===== config.mk =====
export PLATFORM = sky130hd
export DESIGN_NAME = prog_fetch_ctrl
export DESIGN_NICKNAME = d
export VERILOG_FILES = /design/src/rtl/prog_fetch_ctrl.sv
export SDC_FILE = /design/constraint.sdc
export NUM_CORES = 1
export LEC_CHECK = 0
export ABC_AREA = 1
export BUFFER_PORTS_ARGS = -buffer_cell sky130_fd_sc_hd__buf_2
export CAP_MARGIN = 20
export CELL_PAD_IN_SITES_DETAIL_PLACEMENT = 0
export CELL_PAD_IN_SITES_GLOBAL_PLACEMENT = 2
export CORE_ASPECT_RATIO = 0.9
export CORE_MARGIN = 10
export CORE_UTILIZATION = 22
export CTS_CLUSTER_SIZE = 8
export DETAILED_ROUTE_END_ITERATION = 8
export PLACE_DENSITY = 0.8
export SYNTH_ARGS = -nofsm -noshare
export SYNTH_HDL_FRONTEND = slang
export SYNTH_SLANG_ARGS = --single-unit

===== constraint.sdc =====
create_clock -name i_clk -period 1.5 [get_ports i_clk]
set_input_delay 0.3 -clock i_clk [delete_from_list [all_inputs] [get_ports i_clk]]
set_output_delay 0.3 -clock i_clk [all_outputs]
set_load 0.02 [all_outputs]

===== src/rtl/prog_fetch_ctrl.sv =====
// Program fetch controller for a registered program memory with a 1-cycle read latency.
// Runs one instruction per cycle and supports stall, jump with a one-cycle bubble, and halt on an opcode.
module prog_fetch_ctrl #(
  parameter int                   ADDR_WIDTH = 11,
  parameter int                   DATA_WIDTH = 16,
  parameter int                   OPC_WIDTH  = 5,
  parameter logic [OPC_WIDTH-1:0] HALT_OPC   = 5'b00000
) (
  input  logic                  i_clk,
  input  logic                  i_rst,
  input  logic                  i_start,
  input  logic                  i_stall,
  input  logic                  i_jump,
  input  logic [ADDR_WIDTH-1:0] i_jump_addr,
  input  logic [DATA_WIDTH-1:0] i_mem_data,
  output logic [ADDR_WIDTH-1:0] o_mem_addr,
  output logic                  o_mem_enb,
  output logic [DATA_WIDTH-1:0] o_instr,
  output logic                  o_instr_valid,
  output logic [ADDR_WIDTH-1:0] o_pc,
  output logic                  o_halted,
  output logic                  o_busy
);

  typedef enum logic [1:0] {
    S_IDLE,
    S_PRIME,
    S_RUN,
    S_HALT
  } state_e;

  state_e                state_q, state_d;
  logic [ADDR_WIDTH-1:0] fp_q, fp_d;
  logic [ADDR_WIDTH-1:0] pc_q, pc_d;

  logic halt_det;
  logic mem_enb;
  logic instr_valid;
  logic take_jump;

  assign halt_det = (i_mem_data[DATA_WIDTH-1 -: OPC_WIDTH] == HALT_OPC);

  always_comb begin
    // NOTE: every signal gets a default first so no path leaves it unassigned and infers a latch.
    state_d     = state_q;
    fp_d        = fp_q;
    pc_d        = pc_q;
    mem_enb     = 1'b0;
    instr_valid = 1'b0;
    take_jump   = 1'b0;

    case (state_q)
      S_IDLE: begin
        fp_d = '0;
        if (i_start) state_d = S_PRIME;
      end
      // Memory output is still stale here, so nothing issues and controls are ignored.
      S_PRIME: begin
        mem_enb = 1'b1;
        state_d = S_RUN;
      end
      S_RUN: begin
        if (i_stall) begin
          state_d = S_RUN;
        end else if (halt_det) begin
          state_d = S_HALT;
        end else begin
          mem_enb     = 1'b1;
          instr_valid = 1'b1;
          if (i_jump) begin
            take_jump = 1'b1;
            state_d   = S_PRIME;
          end
        end
      end
      S_HALT: begin
        if (i_start) begin
          fp_d    = '0;
          state_d = S_PRIME;
        end
      end
      default: state_d = S_IDLE;
    endcase

    // The read issued this edge returns next cycle, so o_pc trails the fetch pointer by one.
    if (mem_enb) begin
      pc_d = fp_q;
      fp_d = take_jump ? i_jump_addr : fp_q + ADDR_WIDTH'(1);
    end
  end

  always_ff @(posedge i_clk or negedge i_rst) begin
    if (!i_rst) begin
      state_q <= S_IDLE;
      fp_q    <= '0;
      pc_q    <= '0;
    end else begin
      // NOTE: non-blocking assignments so every flop samples pre-edge values regardless of order.
      state_q <= state_d;
      fp_q    <= fp_d;
      pc_q    <= pc_d;
    end
  end

  assign o_mem_addr    = fp_q;
  assign o_mem_enb     = mem_enb;
  assign o_instr       = i_mem_data;
  assign o_instr_valid = instr_valid;
  assign o_pc          = pc_q;
  assign o_halted      = (state_q == S_HALT);
  assign o_busy        = (state_q == S_PRIME) || (state_q == S_RUN);

endmodule


==> PnR_summary.wiki <==
{| class="wikitable"
! Metric !! Value
|-
| Outcome || finished with violations
|-
| Failing checks || negative setup slack
|-
| Highest Clock Rate || 0.5932 GHz
|-
| Fraction of layout instances using a drive strength above 1 || 36.15%
|-
| Worst Hold Margin || 0.02507 ns
|-
| Synth Register Bits || 24
|-
| Antenna violations before repair || 0
|-
| Static power due to leakage || 1.130 nW
|-
| Layout fillers || 789
|-
| Cell-by-cell listing of the critical path || buf_4 -> ha_1 -> inv_2 -> nand2_2 -> nand2_4 -> inv_4 -> buf_6
|-
| Global-route wire length before repair || 7369 µm
|-
| Core area || 7003 µm²
|-
| Ant. Diodes || 0
|-
| Die outline width || 109.2 µm
|-
| Dpl hpwl || 3535 µm
|-
| Instance area after placement || 1838 µm²
|-
| Count of max-cap constraint violations || 0
|-
| Nets || 298
|-
| Clock Skew || 0.0009645 ns
|-
| Crit path largest cell delay || 0.41 ns
|-
| Drc violations || 0
|-
| Starting utilization of the core area || 22.48%
|-
| Worst min-delay path class || in2async
|-
| Fin crit period || 1.686 ns
|-
| Avg Synthesized Cell Area || 7.390 µm²
|-
| Number of clock buffers inserted by TritonCTS || 3
|-
| Setup slack of the worst register-to-register path || 0 ns
|-
| Final Hold Viols || 0
|-
| WL per Instance || 13.87 µm
|-
| Yosys cell types || 21
|-
| CP startpoint kind || register
|-
| Final core utilization || 29.80%
|-
| Full die area || 10,940 µm²
|-
| Routability congestion estimate || 0.7500
|-
| Port-buffer cells || 51
|-
| Clock tree root buffer cell || sky130_fd_sc_hd__clkbuf_8
|-
| Clock latency at the later pin of the worst-skew pair || 0.27 ns
|-
| Slowest cell on the critical path || sky130_fd_sc_hd__dfrtp_1
|-
| Overflow after GRT || 0
|-
| Setup slack of the critical path after layout || -0.1857 ns
|-
| All-Layer GR Usage || 8.286%
|-
| Number of instances in the synthesized netlist || 213
|-
| Critical path data required time || 1.20 ns
|-
| Total length of routed wires || 4897 µm
|-
| Total non-filler cell area in the finished layout || 2087 µm²
|-
| Largest net degree at the start of global routing || 34
|-
| Unrepaired setup endpoints after global routing || yes
|-
| Power density relative to cell area || 2024 nW/µm²
|-
| Synth warn || 0
|-
| Cell Area, Synth || 1574 µm²
|-
| Mean number of vias per cell || 4.020
|-
| Vias in the first global route || 1,457
|-
| Critical path class || reg2out
|-
| Maximum ir drop on the vdd rail || 570.9 µV
|-
| RR Endpoint || o_pc[8]
|-
| Net count of the mapped netlist || 250
|-
| 1st-iter DRT viols || 73
|-
| Register-to-Register Path Depth || 11
|-
| CP Capture Type || primary output
|-
| H-tree lvl count || 1
|-
| I/O pin count || 74
|-
| TritonCTS clock tree || yes
|-
| Worst-path maximum fanout || 3
|-
| Pin slew with the least headroom to its limit || 0.5922 ns
|-
| Number of endpoints failing setup at the final stage || 9
|-
| Total vias in the final route || 1,419
|-
| Clock net sink count || 24
|-
| Vertical extent of the die || 100.2 µm
|-
| Startpoint of the worst register-to-register path || state_q[0]
|-
| Pre-antenna DRT Iters || 4
|-
| Pre-CTS WS || -0.02267 ns
|-
| Post-DRT Antenna Nets || 0
|-
| Area growth from synthesis to final layout || 32.59%
|-
| Slew Limit Fails || 0
|-
| Portion of the post-synthesis area used by sequential elements || 38.16%
|-
| Critical path arrival || 1.39 ns
|-
| Clock buffer depth || 2
|-
| Portion of the clock cycle consumed by the worst path in the final layout || 112.4%
|-
| Clock transition time at the flip-flop clock pins of the worst setup and hold paths || 0.09 ns
|-
| # rows || 29
|-
| Worst slew margin relative to its limit || 60.52%
|}
-- cells in the mapped netlist --
cell type	n	area share (%)
sky130_fd_sc_hd__nand2_1	65	16
sky130_fd_sc_hd__nand3_1	27	8.6
sky130_fd_sc_hd__inv_1	25	6.0
sky130_fd_sc_hd__dfrtp_1	24	38
sky130_fd_sc_hd__buf_4	16	7.6
sky130_fd_sc_hd__o21ai_0	13	4.1
sky130_fd_sc_hd__nor2_1	12	2.9
sky130_fd_sc_hd__buf_6	5	3.6
sky130_fd_sc_hd__ha_1	5	4.0
sky130_fd_sc_hd__nand2_2	4	1.6
sky130_fd_sc_hd__o21ai_1	4	1.3
sky130_fd_sc_hd__nand3_2	2	1.3
sky130_fd_sc_hd__nand4_1	2	0.79
sky130_fd_sc_hd__nor2_4	2	1.4
sky130_fd_sc_hd__clkbuf_1	1	0.24
sky130_fd_sc_hd__inv_2	1	0.24
sky130_fd_sc_hd__nand2_4	1	0.72
sky130_fd_sc_hd__nor2_2	1	0.40
sky130_fd_sc_hd__o21ai_2	1	0.56
sky130_fd_sc_hd__xnor2_1	1	0.56
sky130_fd_sc_hd__xor2_1	1	0.56
-- layout make-up --
class                   instances  area (µm²)  area share [%]
clock inverters                 1       30.03           1.439
flip-flops and latches         24       600.6           28.78
well taps                      93       116.4           5.576
clock buffers                   3       41.29           1.978
multi-input cells             141       757.0           36.27
inverters                      26       103.9           4.976
repair buffers                 65       437.9           20.98
-- worst max-delay path by stage --
| stage | from | endpoint | cells after the start |
|---|---|---|---|
| after floorplan | state_q[0] | o_mem_enb | 9 |
| after global placement | state_q[0] | o_mem_enb | 9 |
| after detailed placement | state_q[0] | o_mem_enb | 9 |
| after CTS | state_q[0] | o_mem_enb | 7 |
| after global routing | state_q[0] | o_mem_enb | 9 |
| final | state_q[0] | o_mem_enb | 7 |
-- what timing repair did --
| item | in CTS | in global routing |
|---|---|---|
| setup endpoints to repair | 4 | 18 |
| gates resized for setup | 8 | 17 |
| hold buffers | 0 | 0 |
| pin swaps | 3 | 8 |
| buffers inserted | 3 | 3 |
| cloned | 0 | 4 |
-- where the power goes --
part / leakage, nW / switching (mW) / internal [mW]
Clock: 0.0357 / 0.222 / 0.357
Combinational: 0.767 / 1.49 / 1.06
Sequential: 0.327 / 0.215 / 0.876
-- through the flow --
step           setup TNS [ns]  total power, mW  std cells
3_3_place_gp                0            3.112        341
3_5_place_dp         -0.02267            3.128        341
5_1_grt                -2.338            4.582        353
2_1_floorplan               0            2.501        213
6_report              -0.4824            4.223        353
4_1_cts               -0.5350            3.851        348
-- cells in the final DEF, fill, tap and decap left out, drive strengths merged --
| cell type | netlist | layout |
|---|---|---|
| nor2 | 15 | 15 |
| clkbuf | 1 | 5 |
| nand2 | 70 | 70 |
| xor2 | 1 | 1 |
| clkdlybuf4s15 | 0 | 1 |
| xnor2 | 1 | 1 |
| nand4 | 2 | 2 |
| clkinvlp | 0 | 1 |
| nand3 | 29 | 29 |
| dfrtp | 24 | 24 |
| inv | 26 | 25 |
| ha | 5 | 5 |
| buf | 21 | 62 |
| o21ai | 18 | 18 |
| bufinv | 0 | 1 |
-- registers in the layout (all words and copies together), names as in the netlist --
signal	cells
o_pc	11
o_mem_addr	11
state_q	2
-- critical path, delay by kind of cell, from the launching register on --
family	cells	cell delay, ns
and+or+nand+nor	2	0.13
adders and majority gates	1	0.20
DFF	1	0.41
buffers and inverters	4	0.38
-- layer usage --
metal / global-route usage (%) / wire, µm
met1: 10.20 / 2197
met2: 13.83 / 2336
met3: 2.627 / 322
met4: 1.621 / 40
met5: 0 / 0
-- cell families after synthesis --
logic type                 Yosys count  share of synthesized area, %
buffers and inverters               48                         17.65
xor gates and xnor gates             2                         1.113
and+or+nand+nor                    116                         33.15
DFF                                 24                         38.16
AOI/OAI and AO/OA                   18                         5.962
adders and majority gates            5                         3.975
(Power assumes the default switching activity.)
